$ cat src/rtl/lfsr_digit_source.sv
// 4-bit maximal-length Fibonacci LFSR digit source for the 7-segment converter.
// It steps on a prescaled tick in RUN or on a synchronised button edge in PAUSE, and supports a seed load.
module lfsr_digit_source #(
  parameter int         DIV_COUNT = 12000000,
  parameter logic [3:0] SEED      = 4'b0001
) (
  input  logic       clk,
  input  logic       rst_n,
  input  logic       run,
  input  logic       step_btn,
  input  logic       load,
  input  logic [3:0] load_val,
  output logic [3:0] dec,
  output logic       new_val,
  output logic       wrap,
  output logic       running
);

  localparam int               CNT_W   = $clog2(DIV_COUNT);
  localparam logic [CNT_W-1:0] CNT_MAX = CNT_W'(DIV_COUNT - 1);

  typedef enum logic {PAUSE, RUN} state_e;

  state_e           state_q, state_d;
  logic [1:0]       run_sync_q, run_sync_d;
  logic [2:0]       step_sync_q, step_sync_d;
  logic [CNT_W-1:0] cnt_q, cnt_d;
  logic [3:0]       dec_q, dec_d;
  logic [3:0]       start_q, start_d;
  logic             new_val_q, new_val_d;
  logic             wrap_q, wrap_d;
  logic             running_q, running_d;

  logic       step_ev, tick, do_step;
  logic [3:0] lfsr_nxt, ld_v;

  always_comb begin
    run_sync_d  = {run_sync_q[0], run};
    // Bit 2 holds the previous synchronised level for edge detection.
    step_sync_d = {step_sync_q[1:0], step_btn};
    step_ev     = step_sync_q[1] & ~step_sync_q[2];

    state_d   = run_sync_q[1] ? RUN : PAUSE;
    running_d = (state_d == RUN);

    tick    = (state_q == RUN) && (cnt_q == CNT_MAX);
    do_step = (state_q == RUN) ? tick : step_ev;

    // Counting only continues while staying in RUN; entry and exit both leave it at 0.
    cnt_d = '0;
    if (state_q == RUN && state_d == RUN && !tick) cnt_d = cnt_q + 1'b1;

    lfsr_nxt = {dec_q[2:0], dec_q[3] ^ dec_q[2]};
    ld_v     = (load_val == 4'd0) ? SEED : load_val;

    dec_d     = dec_q;
    start_d   = start_q;
    new_val_d = 1'b0;
    wrap_d    = 1'b0;

    // A load overrides any coincident tick or step and restarts the prescaler.
    if (load) begin
      dec_d     = ld_v;
      start_d   = ld_v;
      cnt_d     = '0;
      new_val_d = 1'b1;
    end else if (do_step) begin
      dec_d     = lfsr_nxt;
      new_val_d = 1'b1;
      wrap_d    = (lfsr_nxt == start_q);
    end
  end

  always_ff @(posedge clk or negedge rst_n) begin
    if (!rst_n) begin
      state_q     <= PAUSE;
      run_sync_q  <= '0;
      step_sync_q <= '0;
      cnt_q       <= '0;
      dec_q       <= SEED;
      start_q     <= SEED;
      new_val_q   <= 1'b0;
      wrap_q      <= 1'b0;
      running_q   <= 1'b0;
    end else begin
      state_q     <= state_d;
      run_sync_q  <= run_sync_d;
      step_sync_q <= step_sync_d;
      cnt_q       <= cnt_d;
      dec_q       <= dec_d;
      start_q     <= start_d;
      new_val_q   <= new_val_d;
      wrap_q      <= wrap_d;
      running_q   <= running_d;
    end
  end

  assign dec     = dec_q;
  assign new_val = new_val_q;
  assign wrap    = wrap_q;
  assign running = running_q;

endmodule

$ cat config.mk
export PLATFORM = sky130hd
export DESIGN_NAME = lfsr_digit_source
export DESIGN_NICKNAME = d
export VERILOG_FILES = /design/src/rtl/lfsr_digit_source.sv
export SDC_FILE = /design/constraint.sdc
export NUM_CORES = 1
export LEC_CHECK = 0
export CAP_MARGIN = 10
export CORE_MARGIN = 1
export CORE_UTILIZATION = 55
export CTS_CLUSTER_SIZE = 16
export DETAILED_ROUTE_END_ITERATION = 10
export PLACE_DENSITY_LB_ADDON = 0.25
export REMOVE_ABC_BUFFERS = 1
export SKIP_CTS_REPAIR_TIMING = 1
export SLEW_MARGIN = 20
export SYNTH_ARGS = -nofsm -noshare
export SYNTH_HDL_FRONTEND = slang
export SYNTH_SLANG_ARGS = --single-unit
$ cat constraint.sdc
create_clock -name clk -period 2.72 [get_ports clk]
set_input_delay 0.408 -clock clk [delete_from_list [all_inputs] [get_ports clk]]
set_output_delay 0.408 -clock clk [all_outputs]
set_load 0.005 [all_outputs]
==> results of run 1 <==
-- state kept, by name, summed over array words and instances, names as in the netlist --
signal,count
running,1
wrap,1
run_sync_q,2
cnt_q,24
step_sync_q,3
start_q,4
dec,4
new_val,1
-- path summary, 6_finish.rpt --
path                                start             end  slack [ns]  cells past startpoint
max                              cnt_q[0]       cnt_q[14]        0.47                      7
min reg2reg                step_sync_q[0]  step_sync_q[1]        0.37                      0
min                                 rst_n       cnt_q[12]        0.13                      1
max in group asynchronous           rst_n       cnt_q[21]        2.06                      1
min in group clk           step_sync_q[0]  step_sync_q[1]        0.37                      0
max reg2reg                      cnt_q[0]       cnt_q[14]        0.47                      7
-- placed cells by master (no fill, tap or decap), types with 2 or more instances in the layout --
cell             Yosys  layout
clkinv_4             0       2
clkdlybuf4s50_1      0      14
dfrtp_1             38      38
nand3_1             12      12
clkbuf_4             0       5
nand4_1              6       6
nor2_1              31      31
buf_4                0       3
or3_1                3       3
xor2_1              15      15
nand3b_1             2       2
mux2_1               3       3
dfstp_2              2       2
nand2_1              7       7
xnor2_1             11      11
and3_1               3       3
mux2_2               6       6
nor4_1               3       3
inv_1                4       4
nor3_1               4       4
-- power breakdown --
part	switching [W]	internal (W)
Combinational	0.0000392	0.0000520
Sequential	0.0000176	0.000616
Clock	0.000211	0.000196
-- cells in the mapped netlist (all sizes together), types with 2 or more instances --
master | instances | share of area
dfstp | 2 | 0.029
nand3b | 2 | 0.0082
or2 | 2 | 0.0068
or3 | 3 | 0.010
nor4 | 3 | 0.010
nand3 | 12 | 0.033
nor3 | 4 | 0.011
xor2 | 15 | 0.072
inv | 4 | 0.0082
dfrtp | 38 | 0.52
and3 | 3 | 0.010
xnor2 | 11 | 0.053
clkbuf | 4 | 0.0082
mux2 | 9 | 0.055
nor2 | 31 | 0.064
nand2 | 7 | 0.014
nand4 | 7 | 0.027
-- cells by family after synthesis --
group / synth area share
buffers and inverters: 0.02255
adders and majority gates: 0.006834
and+or+nand+nor: 0.2263
xor gates and xnor gates: 0.1244
DFF: 0.5482
AOI/OAI and AO/OA: 0.01641
muxes: 0.05536
-- final cells by class --
cell class	count	area share
sequential	40	0.4751
multi-input combinational	120	0.3720
clock inverter	3	0.02251
timing repair buffer	18	0.07938
clock buffer	5	0.01777
tap	44	0.02607
inverter	4	0.007109
-- routing by layer --
| layer | GRT usage | up-vias |
|---|---|---|
| met5 | 0 | - |
| li1 | - | 610 |
| met3 | 0.06277 | 6 |
| met4 | 0.1030 | 0 |
| met1 | 0.2767 | 613 |
| met2 | 0.3841 | 23 |
-- per-stage QoR --
stage / cell area, um^2 / hold slack, ns / cells / setup slack (ns)
finish: 2112 / 0.1306 / 234 / 0.4667
floorplan: 1804 / 0.1124 / 164 / 0.6468
global placement: 2027 / 0.3378 / 226 / 0.5814
global route: 2112 / 0.2117 / 234 / 0.2256
CTS: 2112 / 0.1639 / 234 / 0.4551
detailed placement: 2027 / 0.3465 / 226 / 0.4884
==> reports/qor.yml, run 1 <==
top_layer_used: "met4"
grt_pass1_vias: 1334
synth-edff-count: 0
tritoncts: "yes"
cts_sinks: 40
multiInputGateArea_um2: 785.8
async_flop_share: 1.000
timing.max_slew.rel_slack: 0.4412
dr_wl_met2_mm: 1.715
wl_met1_mm: 1.423
clk_pin_slew_ns: 0.13
drt-wirelength-per-cell_um: 14.14
crit_type: "reg -> reg"
slew_violations: 0
fillers: 269
cpMaxStageDelayCell: "or2_0"
insertion_delay_ns: 0.36
syn_inst: 169
rows: 20
via_per_inst: 5.350
die_area_mm2: 0.003563
first_pass_iters: 4
synth-seq-cells: 40
overflow: 0
grt_first_pass_wirelength_mm: 5.878
finalHoldViolCount: 0
crit_family: "simple AND/OR/NAND/NOR gates"
max_stage_delay_ns: 0.47
dp.final_hpwl_mm: 2.409
critPathLaunchType: "register"
peakVddDrop_uv: 466.1
holdCritPathClass: "in -> async"
root_buffer: "clkbuf_4"
power.density_mw_per_mm2: 536.5
synth.cell_area_mm2: 0.001831
ant_nets: 0
critPathBufInv: 1
drcViolationCount: 0
core_area_mm2: 0.003103
tns_ns: 0
ys_seq_area_frac: 0.5482
p_leak_nw: 0.8821
fin_nets: 199
finalClockSkew_ns: 0.007509
cts_buffers: 5
worst_slew_pin_slew_ns: 0.8382
crit_path_end_kind: "register"
die_x_um: 59.69
synth_flop_cell: "dfrtp_1"
diodes: 0
port_buffers: 15
global_route.usage.total: 0.2298
ioPinCount: 16
timing.fmax_ghz: 0.4438
rsz0062_at_grt: "false"
cp.arrival_ns: 2.51
period_share: 0.8284
crit_chain: "ha_1 -> nand4_2 -> or2_1 -> nor3_1 -> or2_0 -> buf_4 -> nor2_1"
drive_gt1_frac: 0.1211
seqCellArea_mm2: 0.001003
start_util: 0.5899
yosys_warnings: 0
cp.required_ns: 2.98
drt_iter0_drc: 61
wl_met3_um: 118
finalPower_w: 0.001133
h-tree-depth: 2
finalCriticalPeriod_ns: 2.253
final-setup-viol-count: 0
max_cap_viol_count: 0
clockBufferDepth: 2
num_vias: 1252
avgSynthCellArea_um2: 10.83
syn_to_final_growth_pct: 15.38
cp_max_fo: 14
fin_util: 0.6806
gp_congestion: 0.9177
outcome: "finished, final reports clean"
ys_types: 32
dieHeight_um: 59.69
wl_mm: 3.309
antenna_found_initial: 0
grt_max_degree: 41
No activity file was read; power rests on OpenSTA's default activity.
==> inputs of run 2 (changes only) <==
Clock period 2.72 ns to 2.1 ns, I/O delays scaled along.
==> run 2 against run 1 <==
Net effect:
- the flow now finishes with violations (hold timing)
- worst setup slack worse by 0.40 ns
- sequential share of layout area decreased by 1.8 points
- wire length increased by 0.48%
- first-iteration DRC count down 15%
- largest power group unchanged
- final cell count rose by 4.3%
==> reports/qor.yml, run 2 (synthesis gave the netlist of run 1 again) <==
outcome: "finished with violations"  # was finished, final reports clean
violations: "hold timing"
placed_cell_area_mm2: 0.002079  # was 0.002027 mm^2
stdcell_area_mm2: 0.002197  # was 0.002112 mm^2
antenna_found_initial: 0  # unchanged
largest_register: "cnt_q"  # unchanged
dp.final_hpwl_mm: 2.340  # was 2.409 mm
cp.arrival_ns: 2.29  # was 2.51 ns
tritoncts: "yes"  # unchanged
max_cap_viol_count: 0  # unchanged
die_x_um: 59.69  # unchanged
clockBufferDepth: 2  # unchanged
rows: 20  # unchanged
h-tree-depth: 2  # unchanged
first_pass_iters: 4  # unchanged
worst_slew_pin_slew_ns: 0.4912  # was 0.8382 ns
finalClockSkew_ns: 0.004130  # was 0.007509 ns
timing.max_slew.rel_slack: 0.6725  # was 0.4412
num_vias: 1303  # was 1252
finalCriticalPeriod_ns: 2.035  # was 2.253 ns
slew_violations: 0  # unchanged
power.density_mw_per_mm2: 620.3  # was 536.5 mW/mm^2
largest_reg_flops: 24  # unchanged
cts_sinks: 40  # unchanged
grt_first_pass_wirelength_mm: 5.789  # was 5.878 mm
dieHeight_um: 59.69  # unchanged
peakVddDrop_uv: 464.0  # was 466.1 uV
ant_nets: 0  # unchanged
gp_congestion: 0.8997  # was 0.9177
fillers: 252  # was 269
drcViolationCount: 0  # unchanged
drt_iter0_drc: 52  # was 61
holdCritPathClass: "in -> async"  # unchanged
overflow: 0  # unchanged
holdWs_ns: -0.003830  # was 0.1306 ns
via_per_inst: 5.340  # was 5.350
crit_path_end_kind: "register"  # unchanged
drive_gt1_frac: 0.1900  # was 0.1211
wl_mm: 3.325  # was 3.309 mm
cts_buffers: 5  # unchanged
start_util: 0.5899  # unchanged
core_area_mm2: 0.003103  # unchanged
critPathLaunchType: "register"  # unchanged
cp.required_ns: 2.36  # was 2.98 ns
crit_type: "reg -> reg"  # unchanged
global_route.usage.total: 0.2299  # was 0.2298
most-common-layout-cells: "dfrtp_1, nor2_1, xor2_1, clkdlybuf4s50_1, buf_4"  # was dfrtp_1, nor2_1, xor2_1, clkdlybuf4s50_1, nand3_1
grt_max_degree: 41  # unchanged
clk_pin_slew_ns: 0.12  # was 0.13 ns
period_share: 0.9688  # was 0.8284
ioPinCount: 16  # unchanged
die_area_mm2: 0.003563  # unchanged
root_buffer: "clkbuf_4"  # unchanged
diodes: 0  # unchanged
p_leak_nw: 0.9157  # was 0.8821 nW
cp_max_fo: 6  # was 14
drt-wirelength-per-cell_um: 13.63  # was 14.14 um
timing.fmax_ghz: 0.4915  # was 0.4438 GHz
syn_to_final_growth_pct: 20.03  # was 15.38%
fin_ws_ns: 0.06543  # was 0.4667 ns
grt_pass1_vias: 1326  # was 1334
ff2ff_path_depth: 6  # was 7
finalHoldViolCount: 19  # was 0
fin_nets: 209  # was 199
dp.cells: 233  # was 226
final-setup-viol-count: 0  # unchanged
port_buffers: 15  # unchanged
insertion_delay_ns: 0.36  # about the same
instances_no_fill: 244  # was 234
pre_cts_ws_ns: 0.03052  # was 0.4884 ns
layout_commonest_cell: "dfrtp_1"  # unchanged
-- run 2: cell count changes in the layout (fill, tap and decap cells not counted), sizes merged --
cell      before  now
clkbuf         5    6
clkinvlp       0    2
buf            4   14
bufinv         1    0
clkinv         2    0
-- run 2: path summary, 6_finish.rpt --
check / slack [ns] / start / to
min in group clk: 0.38 / step_sync_q[0] / step_sync_q[1]
setup reg to reg: 0.07 / cnt_q[1] / dec[1]
setup / recovery: 0.07 / cnt_q[1] / dec[1]
hold / removal: -0.004 / rst_n / dec[2]
hold reg to reg: 0.38 / step_sync_q[0] / step_sync_q[1]
max in group asynchronous: 1.75 / rst_n / cnt_q[14]
-- run 2: cell type report --
type / count / area [um^2] / share of cell area
well taps: 44 / 55.05 / 0.02506
inverters: 4 / 15.01 / 0.006834
clock buffers: 6 / 51.30 / 0.02335
flip-flops and latches: 40 / 1005 / 0.4573
repair buffers: 28 / 242.7 / 0.1105
multi-input cells: 120 / 813.3 / 0.3702
clock inverters: 2 / 15.01 / 0.006834
-- run 2: metal layers --
layer | vias to the layer above | global-route usage | routed length (um)
li1 | 631 | - | -
met1 | 636 | 0.2753 | 1450
met2 | 24 | 0.3603 | 1661
met3 | 12 | 0.06494 | 108
met4 | 0 | 0.1528 | 105
met5 | - | 0 | 0
-- run 2: worst max-delay path, stage by stage, from the launching register on --
cell and delay (ns):
dfrtp_1 0.44, ha_4 0.17, nand4_2 0.11, or2_4 0.25, o31a_4 0.38, mux2_1 0.32
mux2_2 0.26
-- run 2: stage by stage --
stage	setup TNS, ns	util	total power, W
detailed placement	0	0.6702	0.0009595
finish	0	0.7081	0.001363
floorplan	0	-	0.0008814
global route	-0.03093	0.7081	0.001428
CTS	0	0.6915	0.001382
global placement	0	0.6702	0.0009537
-- run 2: where the power goes --
part | switching, W | internal [W]
sequential | 0.0000219 | 0.000798
combinational | 0.0000522 | 0.0000730
clock | 0.000255 | 0.000162
==> inputs of run 3 (changes only) <==
Settings changed: CORE_UTILIZATION 55 to 40.
==> run 3 against run 2 <==
Net effect:
- the flow now finishes without violations
- first-iteration DRC count up 71%
- global-route usage down 7.1 points
- clock power up 48%
- maximum frequency up 0.77%
- largest power group unchanged
==> reports/qor.yml, run 3 (synthesis gave the netlist of run 1 again) <==
antenna_found_initial: 0  # unchanged
port_buffers: 15  # unchanged
p_leak_nw: 0.9338  # was 0.9157 nW
p_seq_frac: 0.525  # was 0.602
grt_pass1_vias: 1340  # was 1326
rows: 24  # was 20
h-tree-depth: 2  # unchanged
via_per_inst: 5.151  # was 5.340
drcViolationCount: 0  # unchanged
drt-wirelength-per-cell_um: 13.25  # was 13.63 um
root_buffer: "clkbuf_8"  # was clkbuf_4
crit_path_end_kind: "register"  # unchanged
num_vias: 1293  # was 1303
power.density_mw_per_mm2: 695.9  # was 620.3 mW/mm^2
cts_sinks: 40  # unchanged
clk_pin_slew_ns: 0.08  # was 0.12 ns
regToRegSetupSlack_ns: 0.08  # was 0.07 ns
startpoint: "cnt_q[0]"  # was cnt_q[1]
most-common-layout-cells: "dfrtp_1, nor2_1, xor2_1, clkdlybuf4s50_1"  # was dfrtp_1, nor2_1, xor2_1, clkdlybuf4s50_1, buf_4
largest_reg_flops: 24  # unchanged
r2r_start: "cnt_q[0]"  # was cnt_q[1]
finalCriticalPeriod_ns: 2.019  # was 2.035 ns
max_cap_viol_count: 0  # unchanged
drive_gt1_frac: 0.1859  # was 0.1900
crit_type: "reg -> reg"  # unchanged
core_area_mm2: 0.004384  # was 0.003103 mm^2
gp_congestion: 0.7724  # was 0.8997
crit_chain: "ha_4 -> nand4_2 -> or2_4 -> o31a_4 -> mux2_1 -> mux2_2"  # unchanged
largest_register: "cnt_q"  # unchanged
tns_ns: 0  # unchanged
drt_iter0_drc: 89  # was 52
cpMaxStageDelayCell: "dfrtp_1"  # unchanged
crit_family: "multiplexers"  # unchanged
tritoncts: "yes"  # unchanged
dp.final_hpwl_mm: 2.349  # was 2.340 mm
wl_met1_mm: 1.465  # was 1.450 mm
wl_mm: 3.326  # was 3.325 mm
die_x_um: 69.65  # was 59.69 um
timing.max_slew.rel_slack: 0.6687  # was 0.6725
period_share: 0.9614  # was 0.9688
holdCritPathClass: "in -> async"  # unchanged
ff2ff_path_depth: 6  # unchanged
finalClockSkew_ns: 0.004889  # was 0.004130 ns
peakVddDrop_uv: 417.7  # was 464.0 uV
critPathBufInv: 0  # unchanged
start_util: 0.4175  # was 0.5899
die_area_mm2: 0.004851  # was 0.003563 mm^2
first_pass_iters: 4  # unchanged
dr_wl_met2_mm: 1.638  # was 1.661 mm
cts_buffers: 5  # unchanged
cp_max_fo: 7  # was 6
grt_first_pass_wirelength_mm: 5.982  # was 5.789 mm
comb_power_share: 0.079  # was 0.092
worst_slew_pin_slew_ns: 0.4969  # was 0.4912 ns
diodes: 0  # unchanged
final-setup-viol-count: 0  # unchanged
layout_commonest_cell: "dfrtp_1"  # unchanged
overflow: 0  # unchanged
fin_nets: 208  # was 209
ioPinCount: 16  # unchanged
max_stage_delay_ns: 0.42  # was 0.44 ns
top_layer_used: "met4"  # unchanged
rsz0062_at_grt: "true"
syn_to_final_growth_pct: 22.62  # was 20.03%
clkPwrFrac: 0.396  # was 0.306
p_int_w: 0.001221  # was 0.001034 W
swShare: 0.2181  # was 0.2415
finalHoldViolCount: 0  # was 19
p_sw_w: 0.0003407  # was 0.0003291 W
holdWs_ns: 0.07105  # was -0.003830 ns
reg2reg_to: "dec[2]"  # was dec[1]
cp.required_ns: 2.28  # was 2.36 ns
timing.fmax_ghz: 0.4953  # was 0.4915 GHz
global_route.usage.total: 0.1592  # was 0.2299
grt_max_degree: 41  # unchanged
outcome: "finished, final reports clean"  # was finished with violations
cp.arrival_ns: 2.20  # was 2.29 ns
ant_nets: 0  # unchanged
cp.depth: 6  # unchanged
dieHeight_um: 69.65  # was 59.69 um
worstSetupEndpoint: "dec[2]"  # was dec[1]
clockBufferDepth: 2  # unchanged
wl_met3_um: 157  # was 108 um
critPathLaunchType: "register"  # unchanged
insertion_delay_ns: 0.29  # was 0.36 ns
slew_violations: 0  # unchanged
[run 3: worst min-delay path by stage]
stage / to / slack, ns / cells after the start
3_5_place_dp: step_sync_q[1] / 0.34 / 0
4_1_cts: start_q[1] / 0.09 / 2
2_1_floorplan: cnt_q[0] / 0.02 / 0
6_report: cnt_q[19] / 0.07 / 2
5_1_grt: cnt_q[19] / 0.11 / 2
3_3_place_gp: run_sync_q[1] / 0.33 / 0
[run 3: worst register-to-register path, delay by kind of cell, from the launching register on]
kind | cells | cell delay, ns
compound gates | 1 | 0.38
fa+ha+maj | 1 | 0.17
flops | 1 | 0.42
mux | 2 | 0.57
simple gates | 2 | 0.37
[run 3: power groups by stage]
stage                     Combinational [W]  Sequential [W]  Clock (W)
final                              0.000123        0.000820   0.000619
after global routing               0.000139        0.000823   0.000673
after CTS                          0.000126        0.000820   0.000640
after detailed placement           0.000125        0.000834          0
after global placement             0.000122        0.000834          0
after floorplan                   0.0000496        0.000832          0
[run 3: layout make-up]
| class | count | area (um^2) |
|---|---|---|
| clock buffer | 5 | 68.82 |
| clock inverter | 3 | 42.54 |
| fill | 385 | 2140 |
| inverter | 4 | 15.01 |
| multi-input combinational | 120 | 813.3 |
| sequential | 40 | 1005 |
| tap | 52 | 65.06 |
| timing repair buffer | 27 | 235.2 |
[run 3: layer usage]
layer  track usage  vias to the layer above
li1              -                      626
met1        0.1994                      625
met2        0.2513                       36
met3       0.04506                        6
met4       0.08222                        0
met5             0                        -
[run 3: per-stage QoR]
step	total power (W)	util	area, um^2	setup WS (ns)	instances
floorplan	0.0008814	-	1804	0.02680	164
global placement	0.0009555	0.4783	2097	0.07280	242
detailed placement	0.0009594	0.4783	2097	0.02255	242
CTS	0.001585	0.5037	2208	0.01117	250
global route	0.001635	0.5120	2245	-0.004322	251
finish	0.001562	0.5120	2245	0.08097	251
